### src/rtl/hazard_ctrl.sv
// Hazard and stall controller for the 5-stage core: load-use, branch flush, multi-cycle EX, memory wait.
// Optional perf counters (stall_cycles, flush_events) are built only when HAZARD_CTRL_PERF_EN is defined.
module hazard_ctrl #(
  parameter int MC_LATENCY = 4,
  parameter int CNT_W      = 4
) (
  input  logic        clk,
  input  logic        rst,
  input  logic [4:0]  id_rs1,
  input  logic [4:0]  id_rs2,
  input  logic        id_use_rs1,
  input  logic        id_use_rs2,
  input  logic [4:0]  ex_rd,
  input  logic        ex_mem_read,
  input  logic        ex_multicycle,
  input  logic        ex_branch_taken,
  input  logic        mem_wait,
  output logic        pc_stall,
  output logic        ifid_stall,
  output logic        ifid_flush,
  output logic        idex_stall,
  output logic        idex_flush,
  output logic        exmem_stall,
  output logic        exmem_bubble,
  output logic        mc_busy,
  output logic [31:0] stall_cycles,
  output logic [31:0] flush_events
);

  localparam logic ST_RUN     = 1'b0;
  localparam logic ST_MC_BUSY = 1'b1;

  localparam logic [CNT_W-1:0] CNT_ONE  = CNT_W'(1);
  localparam logic [CNT_W-1:0] CNT_LOAD = CNT_W'(MC_LATENCY - 1);

  logic             state_q, state_d;
  logic [CNT_W-1:0] cnt_q, cnt_d;
  logic             lu;

  assign lu = ex_mem_read && (ex_rd != 5'd0) &&
              ((id_use_rs1 && (id_rs1 == ex_rd)) || (id_use_rs2 && (id_rs2 == ex_rd)));

  always_comb begin
    state_d      = state_q;
    cnt_d        = cnt_q;
    pc_stall     = 1'b0;
    ifid_stall   = 1'b0;
    ifid_flush   = 1'b0;
    idex_stall   = 1'b0;
    idex_flush   = 1'b0;
    exmem_stall  = 1'b0;
    exmem_bubble = 1'b0;
    if (rst) begin
      state_d = ST_RUN;
      cnt_d   = '0;
    end else if (mem_wait) begin
      // Full freeze: FSM and counter hold so the multi-cycle sequence is only extended.
      pc_stall    = 1'b1;
      ifid_stall  = 1'b1;
      idex_stall  = 1'b1;
      exmem_stall = 1'b1;
    end else if (state_q == ST_RUN) begin
      if (ex_multicycle) begin
        pc_stall     = 1'b1;
        ifid_stall   = 1'b1;
        idex_stall   = 1'b1;
        exmem_bubble = 1'b1;
        state_d      = ST_MC_BUSY;
        cnt_d        = CNT_LOAD;
      end else if (ex_branch_taken) begin
        // ID holds a wrong-path instruction, so a coincident load-use is irrelevant.
        ifid_flush = 1'b1;
        idex_flush = 1'b1;
      end else if (lu) begin
        pc_stall   = 1'b1;
        ifid_stall = 1'b1;
        idex_flush = 1'b1;
      end
    end else if (cnt_q > CNT_ONE) begin
      pc_stall     = 1'b1;
      ifid_stall   = 1'b1;
      idex_stall   = 1'b1;
      exmem_bubble = 1'b1;
      cnt_d        = cnt_q - CNT_ONE;
    end else begin
      // Release cycle: the op leaves EX; branch and load-use inputs are ignored.
      state_d = ST_RUN;
      cnt_d   = '0;
    end
  end

  assign mc_busy = !rst && (state_q == ST_MC_BUSY);

  always_ff @(posedge clk) begin
    if (rst) begin
      state_q <= ST_RUN;
      cnt_q   <= '0;
    end else begin
      state_q <= state_d;
      cnt_q   <= cnt_d;
    end
  end

`ifdef HAZARD_CTRL_PERF_EN
  logic [31:0] stall_cnt_q, stall_cnt_d;
  logic [31:0] flush_cnt_q, flush_cnt_d;

  always_comb begin
    stall_cnt_d = stall_cnt_q;
    flush_cnt_d = flush_cnt_q;
    if (pc_stall && (stall_cnt_q != 32'hFFFF_FFFF)) stall_cnt_d = stall_cnt_q + 32'd1;
    if (ifid_flush && (flush_cnt_q != 32'hFFFF_FFFF)) flush_cnt_d = flush_cnt_q + 32'd1;
  end

  always_ff @(posedge clk) begin
    if (rst) begin
      stall_cnt_q <= '0;
      flush_cnt_q <= '0;
    end else begin
      stall_cnt_q <= stall_cnt_d;
      flush_cnt_q <= flush_cnt_d;
    end
  end

  assign stall_cycles = rst ? 32'd0 : stall_cnt_q;
  assign flush_events = rst ? 32'd0 : flush_cnt_q;
`else
  assign stall_cycles = 32'd0;
  assign flush_events = 32'd0;
`endif

endmodule
### config.mk
export PLATFORM = sky130hd
export DESIGN_NAME = hazard_ctrl
export DESIGN_NICKNAME = d
export VERILOG_FILES = /design/src/rtl/hazard_ctrl.sv
export SDC_FILE = /design/constraint.sdc
export NUM_CORES = 1
export LEC_CHECK = 0
export ABC_AREA = 1
export CORE_MARGIN = 2
export CORE_UTILIZATION = 31
export DETAILED_ROUTE_END_ITERATION = 8
export GPL_TIMING_DRIVEN = 0
export PLACE_DENSITY_LB_ADDON = 0.1
export SLEW_MARGIN = 30
export SYNTH_ARGS = -nofsm -noshare
export SYNTH_HDL_FRONTEND = slang
export SYNTH_SLANG_ARGS = --single-unit
### constraint.sdc
create_clock -name clk -period 1.8 [get_ports clk]
set_input_delay 0.36 -clock clk [delete_from_list [all_inputs] [get_ports clk]]
set_output_delay 0.36 -clock clk [all_outputs]
set_load 0.01 [all_outputs]
# Word-level counts from Yosys, hierarchy flattened
# Index checks and enable logic that the tools add are counted.
[totals]
regBits = 5
out_inout_bits = 72
[op_classes]
n_bitwise = 1
n_reduce_logical = 10
add_sub_neg = 1
mux = 28
n_eq_ne = 2
magnitude_cmp = 1
[op_table]
columns = ["operator", "count"]
rows = [
  ["$mux W1", 25],
  ["$mux W4", 3],
  ["$eq A5 B5 Y1", 2],
  ["$logic_and A1 B1 Y1", 5],
  ["$reduce_bool A5 Y1", 1],
  ["$gt A4 B1 Y1 const B", 1],
  ["$sub A4 B1 Y4 const B", 1],
  ["$reduce_and A2 Y1", 1],
  ["$reduce_bool A2 Y1", 1],
  ["$logic_not A1 Y1", 1],
  ["$logic_or A1 B1 Y1", 1],
  ["$not A1 Y1", 1],
]

# Logic depth before layout (Yosys ltp)
# Gate-level depths: netlist of run 1.
[depth]
depth_word = 10
depth_mapped = 11
mapped_depth_nobuf = 10

# Worst setup path before layout of run 1
# OpenSTA, ideal clock, no wires.
[synth_path]
path_type = "register to output"
start = "reg cnt_q[0]"
end = "out pc_stall"
path_slack_ps = 147
arrival_ps = 1293
path_stages_with_launch = 9
path_cell_list = "dfxtp_1 > inv_1 > ha_1 > nor2_1 > nor3_1 > nor2_1 > nor2_1 > a21oi_2 > buf_4"
[synth_between]
elab_chain_cells = 5
[synth_rtl]
columns = ["element", "line", "source"]
rows = [
  ["start: declaration", "37", "logic [CNT_W-1:0] cnt_q, cnt_d;"],
  ["start signal: assignment", "100", "cnt_q <= cnt_d;"],
  ["$gt A4 B1 Y1", "79", "end else if (cnt_q > CNT_ONE) begin"],
  ["$mux W1 (4 in a row)", "--", ""],
  ["end: declaration", "18", "output logic pc_stall,"],
]
# Every way passes these cells.

# Final worst setup path of run 1
[layout_path]
start = "reg cnt_q[0]"
end = "out pc_stall"
[layout_between]
elab_chain_cells = 5
[layout_rtl]
columns = ["element", "line", "source"]
rows = [
  ["$gt A4 B1 Y1", "79", ""],
  ["$mux W1", "79", ""],
  ["$mux W1", "62", "end else if (state_q == ST_RUN) begin"],
  ["$mux W1", "56", "end else if (mem_wait) begin"],
  ["$mux W1", "53", "if (rst) begin"],
]
# Every way passes these cells.

==> results_dict.tcl, run 1 <==
set metrics [dict create \
    dieArea_mm2 0.003863 \
    num_rows 21 \
    clkSinkCount 5 \
    groute.usage.overall 0.1265 \
    die_w_um 62.16 \
    yosysWarnings 0 \
    ctsHtreeMaxLevel 1 \
    violations "negative setup slack" \
    io_pins 95 \
    coreArea_mm2 0.003284 \
    slew_violations 0 \
    gp_congestion 0.7785 \
    switching_share 0.3683 \
    vias 1177 \
    overflow 0 \
    drc 0 \
    finalSetupViolCount 6 \
    placed_cells 313 \
    cts.clk_slew.worst_paths_ns 0.05 \
    p_int_mw 0.5029 \
    powerDensity_mw_per_mm2 400.9 \
    nets 320 \
    period_minus_slack_ns 1.928 \
    setup_ws_ns -0.1280 \
    post_drt_wl_per_cell_um 7.703 \
    ant_nets 0 \
    maxCapViolCount 0 \
    comb_power_share 0.661 \
    required_ns 1.44 \
    synth_seq_cells 5 \
    clock_latency_ns 0.25 \
    rsz0062_at_grt "yes" \
    placed_area_mm2 0.001643 \
    syn_to_final_growth_pct 89.38 \
    synth_area_per_cell_um2 6.026 \
    clkPwrFrac 0.172 \
    numCtsBuffers 3 \
    dp_hpwl_um 1909 \
    status "finished, violations left" \
    fmax_mhz 518.7 \
    diodes 0 \
    cts_hold_buf 0 \
    ys_types 21 \
    routed_wl_um 2619 \
    io_buffers 30 \
    drt_first_pass_iters 4 \
    antenna_found_initial 0 \
    power_switching_mw 0.2933 \
    drt_iter0_drc 23 \
    grt_pass1_wl_um 4057 \
    viasPerCell 3.462 \
    clock_tree.buffer_depth 2 \
    cts_tree "yes" \
    hp-class "flop to flop" \
    final_hold_viol_count 0 \
    vdd_drop_max_v 0.0001864 \
    fin_cells 340 \
    skew_ns 0.004125 \
    period_share 1.071 \
    grt_pass1_vias 1008 \
    syn_area_mm2 0.001049 \
    power_frac_seq 0.167 \
    crit_type "flop to primary output" \
    arrival_ns 1.57 \
    cts_root_buf "clkbuf_4" \
    worstSetupStartpointType "flop" \
    floorplan.initialDensity 0.3192 \
    leakage_nw 1.211 \
    path_max_fanout 4 \
    fin_area_mm2 0.001986 \
    grt_max_degree 7 \
    syn_inst 174 \
    dieHeight_um 62.16 \
    yosysSeqAreaShare 0.09547 \
    drive_above_1_share 0.5204 \
    crit_path_end_kind "primary output" \
]
-- repair_timing --
item | in CTS | in global routing
buffers inserted | 23 | 2
resized for setup | 106 | 50
setup endpoints to repair | 8 | 11
gates cloned | 0 | 0
pin swaps | 30 | 30
-- cell type report --
class | instances | area (um^2)
fill | 327 | 1299
multi-input combinational | 141 | 721.9
buffer | 65 | 488.0
timing repair buffer | 53 | 480.5
sequential | 5 | 106.4
inverter | 26 | 105.1
tap | 46 | 57.56
clock buffer | 4 | 26.28
-- synth_stat cells --
cell type,count,share of area
buf_4,65,0.47
a31oi_1,2,0.012
nand2_1,34,0.12
ha_1,2,0.024
or2_2,1,0.0060
nor3_1,4,0.019
a21oi_2,1,0.0084
inv_2,4,0.014
nor2_2,1,0.0060
conb_1,1,0.0036
o21ai_1,1,0.0048
dfxtp_1,5,0.095
a32oi_1,1,0.0084
a21oi_1,1,0.0048
o21ai_0,5,0.024
o22ai_1,1,0.0060
nand4_1,1,0.0060
inv_1,22,0.079
nand3_1,3,0.014
nor2_1,17,0.061
xor2_1,2,0.017
-- cell families after synthesis --
logic type,after synthesis,synth area share
xor gates and xnor gates,2,0.01671
and+or+nand+nor,61,0.2339
AOI/OAI and AO/OA,12,0.06801
other,1,0.003577
adders and majority gates,2,0.02386
DFF,5,0.09547
buffers and inverters,91,0.5585
-- stage by stage --
stage	hold slack, ns	setup slack [ns]	total power [mW]	TNS, ns	util
2_1_floorplan	0.4324	0.1469	0.3856	0	-
3_3_place_gp	0.5006	-0.8706	0.4789	-4.054	0.5002
3_5_place_dp	0.4957	-0.8833	0.4795	-3.984	0.5002
4_1_cts	0.5190	-0.1407	0.7309	-0.5198	0.5726
5_1_grt	0.5094	-0.2219	0.8526	-1.097	0.6046
6_report	0.4937	-0.1280	0.7961	-0.4002	0.6046
-- metal layers --
metal	part of all wire	GRT usage	vias to the layer above
met2	0.50	0.2310	64
met4	0.012	0.04167	0
li1	-	-	636
met5	0	0	-
met3	0.12	0.05254	4
met1	0.36	0.1304	473
-- sequential cells by signal (all words and copies together), names as in the netlist --
name and flops:
cnt_q 4, state_q 1
-- worst paths after layout --
check	startpoint	endpoint	slack, ns	cells after the start
worst max-delay path	cnt_q[0]	pc_stall	-0.13	9
worst min-delay path	state_q	cnt_q[1]	0.49	1
worst max register to register	cnt_q[0]	cnt_q[3]	-0.04	12
worst min register to register	state_q	cnt_q[1]	0.49	1
-- power groups by stage --
stage / combinational, mW / sequential, mW / clock (mW)
floorplan: 0.258 / 0.127 / 0
global placement: 0.350 / 0.129 / 0
detailed placement: 0.351 / 0.129 / 0
CTS: 0.462 / 0.131 / 0.138
global route: 0.570 / 0.134 / 0.148
finish: 0.526 / 0.133 / 0.137
-- layout by cell type (no fill, tap or decap), drive strengths merged --
cell and n:
buf 104, conb 64, nand2 34, inv 26, nor2 18, clkbuf 8, o21ai 6, clkdlybuf4s50 5
dfxtp 5, nor3 4, nand3 3, clkdlybuf4s15 3, xor2 2, a31oi 2, ha 2, dlygate4sd2 2
a21oi 2, nand4 1, or2 1, o22ai 1, a32oi 1
-- worst max-delay path, stage by stage, from the launching register on --
cell	delay, ns
dfxtp_4	0.37
inv_4	0.07
ha_4	0.14
nor2_4	0.04
nor3_4	0.19
nor2_2	0.06
nor2_1	0.12
a21oi_2	0.08
buf_4	0.14
buf_6	0.11
(Power assumes the default switching activity.)
==> inputs of run 2 (changes only) <==
--- a/config.mk
+++ b/config.mk
@@ -10,7 +10,7 @@
 export CORE_UTILIZATION = 31
 export DETAILED_ROUTE_END_ITERATION = 8
 export GPL_TIMING_DRIVEN = 0
-export PLACE_DENSITY_LB_ADDON = 0.1
+export PLACE_DENSITY = 0.81
 export SLEW_MARGIN = 30
 export SYNTH_ARGS = -nofsm -noshare
 export SYNTH_HDL_FRONTEND = slang
==> run 2 against run 1 <==
  * The flow still finishes with violations (negative setup slack)
  * Critical path depth did not move
  * Wire length fell by 0.11%
  * Critical path type unchanged
  * Global-route usage rose by 0.58 points
  * Maximum frequency fell by 0.55%
  * Largest power group unchanged
  * Register-to-register slack improved by 0.08 ns
  * Via count fell by 3.1%
  * Worst hold slack improved by 0.043 ns
==> results_dict.tcl, run 2 (synthesis results as in run 1) <==
set metrics [dict create \
    status "finished, violations left" \
    violations "negative setup slack" \
    crit_type "flop to primary output" \
    overflow 0 \
    leakage_nw 1.134 \
    totalPowerFinal_mw 0.7200 \
    drt_first_pass_iters 4 \
    final_hold_viol_count 0 \
    drt_iter0_drc 46 \
    wl_met1_um 858 \
    arrival_ns 1.58 \
    ctsHtreeMaxLevel 1 \
    clock_latency_ns 0.25 \
    vdd_drop_max_v 0.0001395 \
    crit_path_end_kind "primary output" \
    numCtsBuffers 3 \
    post_drt_wl_per_cell_um 7.951 \
    io_buffers 30 \
    fmax_mhz 515.8 \
    die_w_um 62.16 \
    maxUsedRoutingLayer "met4" \
    slew_violations 0 \
    viasPerCell 3.465 \
    maxCapViolCount 0 \
    diodes 0 \
    top_regs "cnt_q (4), state_q (1)" \
    gp_congestion 0.8801 \
    io_pins 95 \
    final_common_cell "buf_4" \
    critical_path.startpoint "cnt_q[0]" \
    dieArea_mm2 0.003863 \
    worstSetupStartpointType "flop" \
    dieHeight_um 62.16 \
    grt_max_degree 7 \
    clkSinkCount 5 \
    r2r_slack_ns 0.04 \
    drive_above_1_share 0.4134 \
    cts.clk_slew.worst_paths_ns 0.05 \
    syn_to_final_growth_pct 71.72 \
    powerDensity_mw_per_mm2 399.9 \
    path_max_fanout 4 \
    met3_length_um 280 \
    finalHoldWorstSlack_ns 0.5372 \
    rsz0062_at_grt "yes" \
    finalSetupViolCount 5 \
    period_share 1.077 \
    num_rows 21 \
    vias 1140 \
    r2r_end "cnt_q[0]" \
    ant_nets 0 \
    period_minus_slack_ns 1.939 \
    worstHoldStart "state_q" \
    top_register "cnt_q" \
    final_cell_mix "buf_4, conb_1, nand2_1" \
    drc 0 \
    groute.usage.overall 0.1323 \
    grt_pass1_wl_um 4202 \
    hold_depth 1 \
    r2r-start "cnt_q[0]" \
    antenna_found_initial 0 \
    cts_tree "yes" \
    worst-r2r-cell-count 13 \
    clock_tree.buffer_depth 2 \
    largest_register_ff_count 4 \
    holdPathEnd "cnt_q[0]" \
    required_ns 1.44 \
    hp-class "flop to flop" \
    routed_wl_um 2616 \
    floorplan.initialDensity 0.3192 \
    dp_hpwl_um 2018 \
    grt_pass1_vias 1052 \
    cts_root_buf "clkbuf_4" \
    wl_met2_um 1430 \
    setup_ws_ns -0.1387 \
    coreArea_mm2 0.003284 \
    skew_ns 0.01405 \
    nets 309 \
]
[run 2: changes by cell type in the layout (fill, tap and decap cells not counted), moves of 4 or more]
cell,before,now
dlygate4sd2_1,2,8
nand2_1,26,32
buf_4,75,71
nand2_2,8,2
buf_6,21,7
[run 2: routing by layer]
metal / vias up / track usage
met5: - / 0
met4: 0 / 0.05833
met3: 6 / 0.03623
met2: 60 / 0.2826
met1: 456 / 0.1085
li1: 618 / -
[run 2: power breakdown]
| group | internal [mW] | switching [mW] |
|---|---|---|
| registers | 0.120 | 0.0126 |
| logic | 0.245 | 0.205 |
| clock network | 0.0843 | 0.0529 |
[run 2: through the flow]
step	cells	TNS [ns]	util	worst slack (ns)	instance area [um^2]
2_1_floorplan	237	0	-	0.1469	1285
3_3_place_gp	313	-3.854	0.5002	-0.8341	1643
3_5_place_dp	313	-3.878	0.5002	-0.8486	1643
4_1_cts	331	-0.5036	0.5478	-0.1423	1799
5_1_grt	329	-0.9843	0.5482	-0.2374	1800
6_report	329	-0.4264	0.5482	-0.1387	1800
[run 2: area by class of cell]
cell class                 instances  area (um^2)
multi-input combinational        141        661.9
sequential                         5        105.1
timing repair buffer              42        361.6
inverter                          26        100.1
tap                               46        57.56
clock buffer                       4        26.28
buffer                            65        488.0
fill                             331         1484
[run 2: how the worst max path moves through the flow]
stage,to,slack (ns),cells past startpoint
2_1_floorplan,pc_stall,0.15,8
3_3_place_gp,pc_stall,-0.83,13
3_5_place_dp,pc_stall,-0.85,13
4_1_cts,pc_stall,-0.14,9
5_1_grt,pc_stall,-0.24,9
6_report,pc_stall,-0.14,9
[run 2: worst max-delay path, cell delays in order, from the launching register on]
cell and delay [ns]:
dfxtp_4 0.39, inv_4 0.05, ha_4 0.16, nor2_4 0.12, nor3_4 0.06, nor2_2 0.13, nor2_2 0.05, a21oi_2 0.14
buf_4 0.12, buf_6 0.09
[run 2: what timing repair did]
item / 4_1_cts / 5_1_grt
pin swaps: 23 / 15
endpoints found under the setup margin: 8 / 9
setup buffers: 14 / 1
hold buffers: 0 / 0
resized for setup: 83 / 11
